===== config.mk =====
export PLATFORM = sky130hd
export DESIGN_NAME = nvme_sq_ctrl
export DESIGN_NICKNAME = d
export VERILOG_FILES = /design/src/rtl/nvme_sq_pkg.sv /design/src/rtl/rr_arbiter.sv /design/src/rtl/nvme_sq_ctrl.sv
export SDC_FILE = /design/constraint.sdc
export NUM_CORES = 1
export LEC_CHECK = 0
export ABC_CLOCK_PERIOD_IN_PS = 3800
export BUFFER_PORTS_ARGS = -buffer_cell sky130_fd_sc_hd__buf_2
export CAP_MARGIN = 15
export CORE_MARGIN = 3
export CORE_UTILIZATION = 45
export CTS_BUF_LIST = sky130_fd_sc_hd__clkbuf_16
export DETAILED_ROUTE_END_ITERATION = 10
export HOLD_SLACK_MARGIN = 0.06
export PLACE_DENSITY = 0.77
export REMOVE_ABC_BUFFERS = 1
export SETUP_SLACK_MARGIN = 0.1
export SLEW_MARGIN = 20
export SYNTH_ARGS = -nofsm -noshare
export SYNTH_HDL_FRONTEND = slang
export SYNTH_SLANG_ARGS = --single-unit

===== constraint.sdc =====
create_clock -name clk -period 3.8 [get_ports clk]
set_clock_uncertainty 0.15 [all_clocks]
set_input_delay 0.95 -clock clk [delete_from_list [all_inputs] [get_ports clk]]
set_output_delay 0.95 -clock clk [all_outputs]
set_load 0.01 [all_outputs]

===== src/rtl/nvme_sq_pkg.sv =====
// Shared types and helpers for the NVMe submission-queue controller.
package nvme_sq_pkg;

    typedef enum logic [1:0] {
        IDLE = 2'd0,
        ADDR = 2'd1,
        RESP = 2'd2
    } db_state_e;

    localparam logic [1:0] AXI_RESP_OKAY   = 2'b00;
    localparam logic [1:0] AXI_RESP_EXOKAY = 2'b01;
    localparam logic [1:0] AXI_RESP_SLVERR = 2'b10;
    localparam logic [1:0] AXI_RESP_DECERR = 2'b11;

    // SQ tail doorbells sit at even slots; odd slots belong to the CQ head doorbells.
    function automatic logic [63:0] sq_db_addr(input logic [63:0] base,
                                               input logic [63:0] stride,
                                               input logic [63:0] qid);
        return base + ((qid * stride) << 1);
    endfunction

endpackage


===== src/rtl/rr_arbiter.sv =====
// Round-robin arbiter: one-hot grant plus index, combinational from req.
// The priority pointer moves to the granted requester only when accept is high.
module rr_arbiter #(
    parameter int N = 4,
    localparam int IW = (N > 1) ? $clog2(N) : 1
) (
    input  logic          clk,
    input  logic          rstn,
    input  logic [N-1:0]  req,
    input  logic          accept,
    output logic [N-1:0]  grant,
    output logic [IW-1:0] grant_idx
);

    logic [IW-1:0] last;
    logic          found;

    always_comb begin
        grant     = '0;
        grant_idx = '0;
        found     = 1'b0;
        for (int i = 1; i <= N; i++) begin
            if (!found && req[IW'((int'(last) + i) % N)]) begin
                found                             = 1'b1;
                grant[IW'((int'(last) + i) % N)]  = 1'b1;
                grant_idx                         = IW'((int'(last) + i) % N);
            end
        end
    end

    // Starting at N-1 makes queue 0 the first candidate out of reset.
    always_ff @(posedge clk or negedge rstn) begin
        if (!rstn) begin
            last <= IW'(N - 1);
        end else if (accept) begin
            last <= grant_idx;
        end
    end

endmodule


===== src/rtl/nvme_sq_ctrl.sv =====
// NVMe SQ controller: slot alloc, in-order commit, head tracking, AXI-Lite tail doorbells.
// Define NVME_SQ_DB_COALESCE_EN to merge pending commits of a queue into one doorbell write.
module nvme_sq_ctrl
    import nvme_sq_pkg::*;
#(
    parameter int                       NUM_Q         = 4,
    parameter int                       SQ_DEPTH      = 16,
    parameter int                       NL_ADDR_WIDTH = 32,
    parameter logic [NL_ADDR_WIDTH-1:0] DB_BASE       = 'h1000,
    parameter int                       DB_STRIDE     = 4,
    localparam int PTR_W = $clog2(SQ_DEPTH),
    localparam int QID_W = (NUM_Q > 1) ? $clog2(NUM_Q) : 1
) (
    input  logic                     clk,
    input  logic                     rstn,
    input  logic                     alloc_valid,
    input  logic [QID_W-1:0]         alloc_qid,
    output logic                     alloc_ready,
    output logic [PTR_W-1:0]         alloc_slot,
    input  logic                     commit_valid,
    input  logic [QID_W-1:0]         commit_qid,
    output logic                     commit_ready,
    input  logic                     cpl_valid,
    input  logic [QID_W-1:0]         cpl_qid,
    input  logic [PTR_W-1:0]         cpl_sqhd,
    output logic [NUM_Q-1:0]         sq_full,
    output logic [NUM_Q-1:0]         sq_empty,
    output logic                     db_err,
    output logic [NL_ADDR_WIDTH-1:0] nl_awaddr,
    output logic                     nl_awvalid,
    input  logic                     nl_awready,
    output logic [31:0]              nl_wdata,
    output logic [3:0]               nl_wstrb,
    output logic                     nl_wvalid,
    input  logic                     nl_wready,
    input  logic [1:0]               nl_bresp,
    input  logic                     nl_bvalid,
    output logic                     nl_bready
);

    logic [PTR_W-1:0] alloc_tail  [NUM_Q];
    logic [PTR_W-1:0] commit_tail [NUM_Q];
    logic [PTR_W-1:0] rung_tail   [NUM_Q];
    logic [PTR_W-1:0] head        [NUM_Q];

    logic [NUM_Q-1:0] db_req;
    logic [NUM_Q-1:0] grant;
    logic [QID_W-1:0] grant_idx;
    logic [PTR_W-1:0] db_val;
    logic             alloc_hs;
    logic             commit_hs;
    logic             launch;

    db_state_e state, state_nxt;
    logic      aw_done, aw_done_nxt;
    logic      w_done, w_done_nxt;

    always_comb begin
        for (int q = 0; q < NUM_Q; q++) begin
            sq_full[q]  = (alloc_tail[q] + PTR_W'(1)) == head[q];
            sq_empty[q] = alloc_tail[q] == head[q];
            db_req[q]   = rung_tail[q] != commit_tail[q];
        end
    end

    assign alloc_ready  = !sq_full[alloc_qid];
    assign alloc_slot   = alloc_tail[alloc_qid];
    assign commit_ready = commit_tail[commit_qid] != alloc_tail[commit_qid];
    assign alloc_hs     = alloc_valid && alloc_ready;
    assign commit_hs    = commit_valid && commit_ready;

    // Registered commit_tail means a same-cycle commit is not yet visible to the launch.
`ifdef NVME_SQ_DB_COALESCE_EN
    assign db_val = commit_tail[grant_idx];
`else
    assign db_val = rung_tail[grant_idx] + PTR_W'(1);
`endif

    rr_arbiter #(.N(NUM_Q)) u_arb (
        .clk       (clk),
        .rstn      (rstn),
        .req       (db_req),
        .accept    (launch),
        .grant     (grant),
        .grant_idx (grant_idx)
    );

    always_ff @(posedge clk or negedge rstn) begin
        if (!rstn) begin
            for (int q = 0; q < NUM_Q; q++) begin
                alloc_tail[q]  <= '0;
                commit_tail[q] <= '0;
                rung_tail[q]   <= '0;
                head[q]        <= '0;
            end
        end else begin
            for (int q = 0; q < NUM_Q; q++) begin
                if (alloc_hs && alloc_qid == QID_W'(q))
                    alloc_tail[q] <= alloc_tail[q] + PTR_W'(1);
                if (commit_hs && commit_qid == QID_W'(q))
                    commit_tail[q] <= commit_tail[q] + PTR_W'(1);
                if (cpl_valid && cpl_qid == QID_W'(q))
                    head[q] <= cpl_sqhd;
                if (launch && grant[q])
                    rung_tail[q] <= db_val;
            end
        end
    end

    // Valids derive from the state register so reset removes them without a clock.
    assign nl_awvalid = (state == ADDR) && !aw_done;
    assign nl_wvalid  = (state == ADDR) && !w_done;
    assign nl_bready  = (state == RESP);
    assign nl_wstrb   = 4'hF;

    always_comb begin
        state_nxt   = state;
        aw_done_nxt = aw_done;
        w_done_nxt  = w_done;
        launch      = 1'b0;
        case (state)
            IDLE: begin
                if (|db_req) begin
                    launch      = 1'b1;
                    aw_done_nxt = 1'b0;
                    w_done_nxt  = 1'b0;
                    state_nxt   = ADDR;
                end
            end
            ADDR: begin
                if (nl_awvalid && nl_awready) aw_done_nxt = 1'b1;
                if (nl_wvalid && nl_wready)   w_done_nxt  = 1'b1;
                if (aw_done_nxt && w_done_nxt) state_nxt = RESP;
            end
            RESP: begin
                if (nl_bvalid) state_nxt = IDLE;
            end
            default: state_nxt = IDLE;
        endcase
    end

    always_ff @(posedge clk or negedge rstn) begin
        if (!rstn) begin
            state     <= IDLE;
            aw_done   <= 1'b0;
            w_done    <= 1'b0;
            nl_awaddr <= '0;
            nl_wdata  <= '0;
            db_err    <= 1'b0;
        end else begin
            state   <= state_nxt;
            aw_done <= aw_done_nxt;
            w_done  <= w_done_nxt;
            if (launch) begin
                nl_awaddr <= NL_ADDR_WIDTH'(sq_db_addr(64'(DB_BASE), 64'(DB_STRIDE), 64'(grant_idx)));
                nl_wdata  <= 32'(db_val);
            end
            if (state == RESP && nl_bvalid && nl_bresp != AXI_RESP_OKAY)
                db_err <= 1'b1;
        end
    end

endmodule


# Yosys cells after proc, flatten, opt, wreduce, memory -nomap -nowiden
# Index checks and enable logic that the tools add are counted.
[word_totals]
register_bits = 107
latchBits = 0
ramBits = 0
romBits = 0
in_bits = 20
out_inout_bits = 86
word_cells = 187
n_memories = 0
[op_classes]
n_addsub = 14
n_mul = 0
div_mod_pow = 0
n_lt_le_gt_ge = 12
n_eq_ne = 27
shift = 0
n_mux = 58
bitwise = 6
n_reduce_logical = 47
[ops]
columns = ["cell", "count"]
rows = [
  ["2-to-1 mux 4 bit", 12],
  ["adder 4 x 1 -> 4 bit (second input constant)", 9],
  ["binary-select mux 4 bit (select 2 bit)", 4],
  ["== test 4 bit", 8],
  ["logical AND 1 bit", 32],
  ["2-to-1 mux 1 bit", 23],
  ["inequality test 4 bit", 5],
  ["< comparator 2 x 4 -> 1 bit (second input constant)", 4],
  ["adder 13 x 5 -> 14 bit (first input constant)", 1],
  ["== test 2 bit (second input constant)", 7],
  ["2-to-1 mux 2 bit", 7],
  ["bitwise OR 4 bit", 3],
  ["binary-select mux 1 bit (select 2 bit)", 5],
  ["greater-or-equal comparator 3 bit (second input constant)", 3],
  ["inverter 2 -> 3 bit", 3],
  ["demux 1 bit (select 2 bit)", 4],
  ["== test 2 x 1 -> 1 bit (second input constant)", 4],
  ["greater-or-equal comparator 2 x 1 -> 1 bit (second input constant)", 4],
  ["zero test 2 bit", 4],
  ["zero test 1 bit", 6],
  ["case mux 2 bit (3 select lines)", 1],
  ["adder 2 x 1 -> 2 bit (second input constant)", 2],
  ["adder 2 bit (second input constant)", 2],
  ["inequality test 2 bit (second input constant)", 2],
  ["7 further kinds", 9],
]

# Logic depth before layout (Yosys ltp)
# Gate-level depths: netlist (run 1).
[depth]
word_depth = 19
depth_mapped = 17
ltp_nobuf = 12

# Cells and area by module
# From an unflattened synthesis (run 1), not the netlist that was laid out.
[hier_totals]
cells_unflattened = 456
hier_area_um2 = 5221.3
[by_module_without_submodules]
columns = ["mod", "instances", "cells_per_inst", "area_each_um2", "seq_area_each_um2"]
rows = [
  ["nvme_sq_ctrl", 1, 393, 4650.7, 1901.8],
  ["rr_arbiter", 1, 63, 570.5, 52.6],
]

# Least setup slack after synthesis (run 1)
# OpenSTA, ideal clock, no wires.
[synth_timing]
kind = "register -> register"
from = "register u_arb.last[0]"
to = "register rung_tail[1] in the netlist's numbering"
setup_time_ps = 128
arrival_time_ps = 3653
t_required_ps = 3522
path_slack_ps = -130
path_stages_with_launch = 14
n_path_buf = 4
synth_period_minus_slack_ps = 3930
cell_sequence = "dfstp_2 > clkbuf_1 > inv_1 > buf_2 > ha_1 > clkbuf_1 > mux4_2 > a31o_4 > o211ai_4 > mux2_4 > inv_1 > buf_4 > ha_1 > mux2_1"
[synth_via]
elab_chain_cells = 19
word_cells_on_any_way = 62
classes_between = "add/sub (5); order compare (8); mux (34); bitwise (4); reduce/logical (11)"
[synth_lines]
columns = ["item", "line_no", "text"]
rows = [
  ["start, declared", "rr_arbiter.sv:15", "logic [IW-1:0] last;"],
  ["start signal, assigned", "rr_arbiter.sv:34", "last <= IW'(N - 1);"],
  ["start signal, assigned", "rr_arbiter.sv:36", "last <= grant_idx;"],
  ["adder 2 x 1 -> 2 bit", "rr_arbiter.sv:23, rr_arbiter.sv:26", ""],
  ["binary-select mux 1 bit (select 2 bit)", "rr_arbiter.sv:23", "if (!found && req[IW'((int'(last) + i) % N)]) begin"],
  ["2-to-1 mux 1 bit (implied by the code) (2 in a row)", "rr_arbiter.sv:23", ""],
  ["2-to-1 mux 1 bit", "rr_arbiter.sv:23", ""],
  ["zero test 1 bit", "rr_arbiter.sv:23", ""],
  ["logical AND 1 bit", "rr_arbiter.sv:23", ""],
  ["2-to-1 mux 1 bit", "rr_arbiter.sv:23", ""],
  ["zero test 1 bit", "rr_arbiter.sv:23", ""],
  ["[... 2 more ...]", "--", ""],
  ["zero test 1 bit", "rr_arbiter.sv:23", ""],
  ["logical AND 1 bit", "rr_arbiter.sv:23", ""],
  ["2-to-1 mux 2 bit *", "rr_arbiter.sv:23", ""],
  ["inverter 2 -> 3 bit (implied by the code) *", "nvme_sq_ctrl.sv:76", "assign db_val = rung_tail[grant_idx] + PTR_W'(1);"],
  ["binary-select mux 4 bit (select 2 bit) *", "nvme_sq_ctrl.sv:76", ""],
  ["2-to-1 mux 4 bit (implied by the code) * (2 in a row)", "nvme_sq_ctrl.sv:76", ""],
  ["adder 4 x 1 -> 4 bit *", "nvme_sq_ctrl.sv:76", ""],
  ["net db_val[1]", "nvme_sq_ctrl.sv:49", "logic [PTR_W-1:0] db_val;"],
  ["end signal, assigned by index", "nvme_sq_ctrl.sv:105", "rung_tail[q] <= db_val;"],
  ["end, declared", "nvme_sq_ctrl.sv:43", "logic [PTR_W-1:0] rung_tail [NUM_Q];"],
]
# The timed path passes the listed nets; every way through them passes the cells marked *. The select of a mux whose other input is x is not followed.
# A chain may end at the register's enable or synchronous reset.

# Worst setup path after layout (run 1)
[layout_timing]
from = "register commit_tail[10] in the netlist's numbering"
to = "register nl_wdata[2]"
[layout_via]
elab_chain_cells = 19
word_cells_on_any_way = 34
classes_between = "add/sub (1); eq/ne (1); mux (24); bitwise (1); reduce/logical (7)"
[layout_lines]
columns = ["item", "line_no", "text"]
rows = [
  ["start, declared", "nvme_sq_ctrl.sv:42", "logic [PTR_W-1:0] commit_tail [NUM_Q];"],
  ["start signal, assigned by index", "nvme_sq_ctrl.sv:101", "commit_tail[q] <= commit_tail[q] + PTR_W'(1);"],
  ["inequality test 4 bit *", "nvme_sq_ctrl.sv:62", "db_req[q] = rung_tail[q] != commit_tail[q];"],
  ["binary-select mux 1 bit (select 2 bit)", "rr_arbiter.sv:23", ""],
  ["2-to-1 mux 1 bit (implied by the code) (2 in a row)", "rr_arbiter.sv:23", ""],
  ["2-to-1 mux 1 bit", "rr_arbiter.sv:23", ""],
  ["zero test 1 bit", "rr_arbiter.sv:23", ""],
  ["logical AND 1 bit", "rr_arbiter.sv:23", ""],
  ["2-to-1 mux 1 bit", "rr_arbiter.sv:23", ""],
  ["zero test 1 bit", "rr_arbiter.sv:23", ""],
  ["logical AND 1 bit", "rr_arbiter.sv:23", ""],
  ["2-to-1 mux 1 bit", "rr_arbiter.sv:23", ""],
  ["zero test 1 bit", "rr_arbiter.sv:23", ""],
  ["logical AND 1 bit", "rr_arbiter.sv:23", ""],
  ["2-to-1 mux 2 bit", "rr_arbiter.sv:23", ""],
  ["inverter 2 -> 3 bit (implied by the code)", "nvme_sq_ctrl.sv:76", ""],
  ["binary-select mux 4 bit (select 2 bit)", "nvme_sq_ctrl.sv:76", ""],
  ["2-to-1 mux 4 bit (implied by the code) (2 in a row)", "nvme_sq_ctrl.sv:76", ""],
  ["adder 4 x 1 -> 4 bit", "nvme_sq_ctrl.sv:76", ""],
  ["end signal, assigned", "nvme_sq_ctrl.sv:156", "nl_wdata <= 32'(db_val);"],
  ["end, declared", "nvme_sq_ctrl.sv:32", "output logic [31:0] nl_wdata,"],
]
# Every way passes the cells marked *; elsewhere a longest branch is shown, timed or not. The select of a mux whose other input is x is not followed.

==> results.txt, run 1 <==
status -> completed
Syn Inst Count -> 490
clock latency on the worst-skew pair -> 340 ps
post-synthesis cell type count -> 64
Max transition margin -> 0.349
#FFs+latches synth -> 78
EDFF count, synth -> 0
RR Startpoint -> commit_tail[10]$_DFFE_PN0P_
GRT Max-Usage Layer -> met2
Setup crit end kind -> flop
hold worst-path end -> nl_awaddr[12]$_DFFE_PN0P_
share of layout cells above drive strength 1 -> 0.260
setup violators final -> 0
Final Non-Filler Cells -> 693
CTS tree -> built
Tmin final -> 3600 ps
# Max-Cap Violations -> 0
# IOs -> 106
met2 Use GR -> 0.322
maximum buffer depth of the clock tree -> 2
Num CTS Buffers -> 9
fmax -> 278 MHz
final WL -> 11600 µm
first-pass GRT wire length -> 19000 µm
Max Slew Vio Count -> 0
routed vias/inst -> 5.54
core area -> 0.0115 mm²
Overflow after GRT -> 0
register area share after synthesis -> 0.368
# rows -> 39
WHS Path Cells -> 1
Final Hold Viols -> 0
most common cell after layout, fill and taps aside -> dfrtp_1
Routed Antenna Nets -> 0
worst ir drop on vdd -> 492 µV
Clock Sinks -> 78
largest net degree at the start of global routing -> 79
I/O Buffers -> 44
Tcrit/Tclk final -> 0.948
area post-placement -> 0.00547 mm²
final instance area -> 0.00585 mm²
first drt pass iteration count -> 5
setup TNS -> 0 ps
post-synthesis cell area -> 0.00530 mm²
number of global-route vias before repair -> 3762
M1 GR Usage -> 0.221
worst-path fanout max -> 5
drt initial violations -> 218
commonest non-fill, non-tap cells in the layout -> dfrtp_1, conb_1, buf_2
Crit path required time -> 3870 ps
root buffer cell -> clkbuf_16
met3 Usage GRT -> 0.0396
CTS H-tree lvls -> 3
detailed placer's ending HPWL -> 8640 µm
Crit Path Category -> reg -> reg
DRC -> 0
area grow syn2layout -> 10.3%
antenna violations before repair -> 0
setup ws final -> 199 ps
commonest register cell after synthesis -> dfrtp_1
CP arrival -> 3680 ps
Die ar. -> 0.0131 mm²
Placer Congestion -> 0.869
R2R Setup Slk -> 200 ps
Power Density -> 1050 mW/mm²
pre-CTS setup slack -> 63.0 ps
CTS clock-pin slew for the worst setup and hold paths -> 60 ps
Ant. Diodes -> 0
die width -> 115 µm
Starting Density -> 0.463
Hold Crit Class -> reg -> reg
wire length per cell -> 16.7 µm
vias -> 3842
leakage -> 2.61 nW
FF-to-FF End -> nl_wdata[2]$_DFFE_PN0P_
Avg Inst Size Synth -> 10.8 µm²
Worst Reg2Reg Path Length in Cells -> 9
Async SR Flop Fraction -> 1.00
Power Total -> 0.00611 W
Total Nets Final -> 582
Worst Max-Slew Pin Slew -> 977 ps
DIE HEIGHT -> 115 µm
Hold Buf Count CTS -> 0
Worst setup SP type -> flop
RSZ-0062 raised after global routing -> false
Cells after DPL -> 671
YS warnings -> 0
Tot GR Track Use -> 0.183
hold path start -> nl_awaddr[12]$_DFFE_PN0P_
[layout make-up]
cell class / instances / area [µm²]
inverters: 4 / 15.0
well taps: 143 / 179
fillers: 976 / 5620
clock buffers: 9 / 225
multi-input cells: 395 / 3070
clock inverters: 7 / 66.3
flip-flops and latches: 78 / 1960
repair buffers: 57 / 333
[worst max-delay path: stages, from the launching register on]
cell and delay (ps):
dfrtp_2 440, xor2_1 190, or4_4 550, mux4_2 550
a31o_4 260, o211ai_4 290, mux4_2 390, ha_2 220
xnor2_2 170, mux2_2 280
[kinds of logic after synthesis]
kind of cell,share of synthesized area
mux,0.166
compound gates,0.0826
simple gates,0.121
other cells,0.00142
buf+inv,0.0993
flops,0.368
fa+ha+maj,0.0401
xor+xnor,0.121
[per-layer routing]
metal  vias up  wire length (µm)
li1       1754                 -
met5         -                 0
met4         0               300
met3        30               620
met1      1903              4630
met2       155              6040
[worst max path at each step]
stage                                            to  cells after the start                        start  slack, ps
after floorplan            rung_tail[1]$_DFFE_PN0P_                      9    u_arb.last[0]$_DFFE_PN1P_         40
after global placement      nl_wdata[2]$_DFFE_PN0P_                      9  commit_tail[13]$_DFFE_PN0P_        200
after detailed placement    nl_wdata[2]$_DFFE_PN0P_                      9  commit_tail[12]$_DFFE_PN0P_         60
after CTS                   nl_wdata[2]$_DFFE_PN0P_                      9  commit_tail[12]$_DFFE_PN0P_        120
after global routing      rung_tail[11]$_DFFE_PN0P_                     10  commit_tail[10]$_DFFE_PN0P_        110
final                       nl_wdata[2]$_DFFE_PN0P_                      9  commit_tail[10]$_DFFE_PN0P_        200
[through the flow]
| step | hold WS, ps | util |
|---|---|---|
| after floorplan | 330 | - |
| final | 307 | 0.510 |
| after CTS | 312 | 0.505 |
| after global routing | 327 | 0.510 |
| after global placement | 294 | 0.477 |
| after detailed placement | 298 | 0.477 |
[timing repair]
action / in CTS / in global routing
setup buffers: 1 / 5
setup endpoints to repair: 5 / 10
gates resized for setup: 2 / 7
pin swaps: 0 / 1
[power by group]
group          total, W  switching (W)  internal (W)
clock network  0.000851       0.000346      0.000505
logic           0.00359        0.00190       0.00169
registers       0.00167       0.000473       0.00120
[flip-flops by register name, indices dropped and copies added, names as in the netlist]
signal	cells
alloc_tail	16
commit_tail	16
head	16
rung_tail	16
nl_wdata	4
nl_awaddr	3
state	2
u_arb.last	2
aw_done	1
db_err	1
w_done	1
[Yosys cell counts, types with 3 or more instances]
library cell / n / area share
a211o_1: 4 / 0.0066
a211oi_1: 4 / 0.0057
a21oi_1: 5 / 0.0047
a22oi_1: 3 / 0.0042
and2_1: 3 / 0.0035
buf_4: 62 / 0.088
clkbuf_1: 6 / 0.0042
dfrtp_1: 76 / 0.36
ha_1: 17 / 0.040
inv_1: 3 / 0.0021
mux2_2: 33 / 0.070
mux2i_1: 10 / 0.019
mux4_2: 17 / 0.072
nand2_1: 37 / 0.026
nand2b_1: 7 / 0.0083
nand3_1: 8 / 0.0075
nand3b_1: 3 / 0.0042
nand4_1: 9 / 0.011
nor2_1: 24 / 0.017
nor3_1: 7 / 0.0066
nor4_1: 8 / 0.0094
o211ai_1: 4 / 0.0057
o21a_1: 3 / 0.0042
o21ai_0: 5 / 0.0047
o21ai_1: 8 / 0.0075
o22ai_1: 3 / 0.0035
xnor2_1: 37 / 0.061
xor2_1: 36 / 0.059
Power figures use the tool's default switching activity.
==> run 2, diff against run 1 <==
--- a/config.mk
+++ b/config.mk
@@ -5,15 +5,16 @@
 export SDC_FILE = /design/constraint.sdc
 export NUM_CORES = 1
 export LEC_CHECK = 0
+export ABC_AREA = 0
 export ABC_CLOCK_PERIOD_IN_PS = 3800
 export BUFFER_PORTS_ARGS = -buffer_cell sky130_fd_sc_hd__buf_2
 export CAP_MARGIN = 15
 export CORE_MARGIN = 3
-export CORE_UTILIZATION = 45
+export CORE_UTILIZATION = 51
 export CTS_BUF_LIST = sky130_fd_sc_hd__clkbuf_16
 export DETAILED_ROUTE_END_ITERATION = 10
 export HOLD_SLACK_MARGIN = 0.06
-export PLACE_DENSITY = 0.77
+export PLACE_DENSITY = 0.85
 export REMOVE_ABC_BUFFERS = 1
 export SETUP_SLACK_MARGIN = 0.1
 export SLEW_MARGIN = 20
==> results.txt, run 2 (synthesized netlist as in run 1, its figures left out) <==
fmax -> 276 MHz
Power Density -> 1030 mW/mm²
vias -> 3881
Tcrit/Tclk final -> 0.955
clock power share -> 0.130
Starting Density -> 0.533
CP arrival -> 3700 ps
CTS tree -> built
Sw Share -> 0.457
Placer Congestion -> 0.890
Crit Path Category -> reg -> reg
Overflow after GRT -> 0
Total Nets Final -> 581
WHS Path Cells -> 1
antenna violations before repair -> 0
Max transition margin -> 0.293
setup TNS -> 0 ps
Setup crit end kind -> flop
share of layout cells above drive strength 1 -> 0.251
Worst Reg2Reg Path Length in Cells -> 9
most common cell after layout, fill and taps aside -> dfrtp_1
sequential fraction of design power -> 0.284
hold worst-path end -> nl_awaddr[12]$_DFFE_PN0P_
first-pass GRT wire length -> 19600 µm
worst ir drop on vdd -> 409 µV
DRC -> 0
Max Slew Vio Count -> 0
routed vias/inst -> 5.69
Die ar. -> 0.0117 mm²
Hold Crit Class -> reg -> reg
Worst Max-Slew Pin Slew -> 1060 ps
wire length per cell -> 17.5 µm
commonest non-fill, non-tap cells in the layout -> dfrtp_1, conb_1, buf_2
die width -> 108 µm
# rows -> 36
clock latency on the worst-skew pair -> 330 ps
RSZ-0062 raised after global routing -> false
Worst setup SP type -> flop
FF-to-FF End -> rung_tail[14]$_DFFE_PN0P_
detailed placer's ending HPWL -> 8890 µm
R2R Setup Slk -> 170 ps
# IOs -> 106
fillers -> 791
root buffer cell -> clkbuf_16
internal power -> 0.00322 W
worst-path fanout max -> 7
core area -> 0.00995 mm²
Num CTS Buffers -> 9
drt initial violations -> 224
DIE HEIGHT -> 108 µm
maximum buffer depth of the clock tree -> 2
RR Startpoint -> commit_tail[13]$_DFFE_PN0P_
CTS H-tree lvls -> 3
Crit path required time -> 3870 ps
setup violators final -> 0
Ant. Diodes -> 0
Hold Buf Count CTS -> 0
Clock Sinks -> 78
hold path start -> nl_awaddr[12]$_DFFE_PN0P_
I/O Buffers -> 44
Tmin final -> 3630 ps
sw power -> 0.00271 W
number of global-route vias before repair -> 3938
area grow syn2layout -> 9.11%
first drt pass iteration count -> 7
Routed Antenna Nets -> 0
Tot GR Track Use -> 0.214
# Max-Cap Violations -> 0
leakage -> 2.59 nW
Gate power share -> 0.587
CTS clock-pin slew for the worst setup and hold paths -> 60 ps
Final Hold Viols -> 0
final WL -> 11900 µm
largest net degree at the start of global routing -> 79
status -> completed
Final Util -> 0.581
run 2: cell types whose count changed in the layout (fill, tap and decap cells not counted), moves of 2 or more:
cell / change
dfrtp_1: +2
dfrtp_2: -2
ha_1: +2
ha_2: -2
run 2: layer usage:
metal  vias up  track usage  part of all wire
met5         -            0                 0
met4         0       0.0938             0.031
met3        30       0.0388             0.056
met2       183        0.385              0.54
met1      1912        0.248              0.38
li1       1756            -                 -
run 2: how the worst max path moves through the flow:
stage	startpoint	endpoint	depth (start not counted)
floorplan	u_arb.last[0]$_DFFE_PN1P_	rung_tail[1]$_DFFE_PN0P_	9
global placement	commit_tail[13]$_DFFE_PN0P_	nl_wdata[2]$_DFFE_PN0P_	9
detailed placement	commit_tail[13]$_DFFE_PN0P_	rung_tail[14]$_DFFE_PN0P_	9
CTS	commit_tail[12]$_DFFE_PN0P_	rung_tail[14]$_DFFE_PN0P_	9
global route	rung_tail[10]$_DFFE_PN0P_	rung_tail[14]$_DFFE_PN0P_	9
finish	commit_tail[13]$_DFFE_PN0P_	rung_tail[14]$_DFFE_PN0P_	9
run 2: critical path, cell delays in order (launching register included):
cell and delay [ps]:
dfrtp_1 430, xor2_1 180, or4_4 560, mux4_2 560, a31o_4 260, o211ai_4 280
mux4_2 380, ha_1 250, xnor2_2 170, mux2_2 280
run 2: cell type report:
cell class,instances,area [µm²],share of cell area
Clock buffer,9,225,0.0389
Timing Repair Buffer,56,313,0.0541
Tap cell,133,166,0.0288
Multi-Input combinational cell,395,3070,0.531
Sequential cell,78,1960,0.338
Inverter,4,15.0,0.00259
Clock inverter,7,41.3,0.00714
run 2: power groups by stage:
stage	Clock (W)	Combinational, W	Sequential [W]
2_1_floorplan	0	0.00245	0.00156
3_3_place_gp	0	0.00313	0.00165
3_5_place_dp	0	0.00328	0.00168
4_1_cts	0.000779	0.00333	0.00168
5_1_grt	0.000811	0.00380	0.00173
6_report	0.000770	0.00348	0.00168
run 2: stage by stage:
| step | power, W | hold slack [ps] | area [µm²] | std cells | worst slack, ps |
|---|---|---|---|---|---|
| 3_3_place_gp | 0.00478 | 293 | 5470 | 662 | 209 |
| 2_1_floorplan | 0.00401 | 330 | 5010 | 477 | 44.4 |
| 6_report | 0.00593 | 314 | 5790 | 682 | 170 |
| 3_5_place_dp | 0.00496 | 303 | 5470 | 662 | 127 |
| 4_1_cts | 0.00578 | 321 | 5740 | 678 | 112 |
| 5_1_grt | 0.00634 | 329 | 5790 | 682 | 91.1 |
run 2: timing repair:
action	in CTS	in global routing
endpoints found under the setup margin	0	13
gates resized for setup	0	5
buffers inserted	0	4
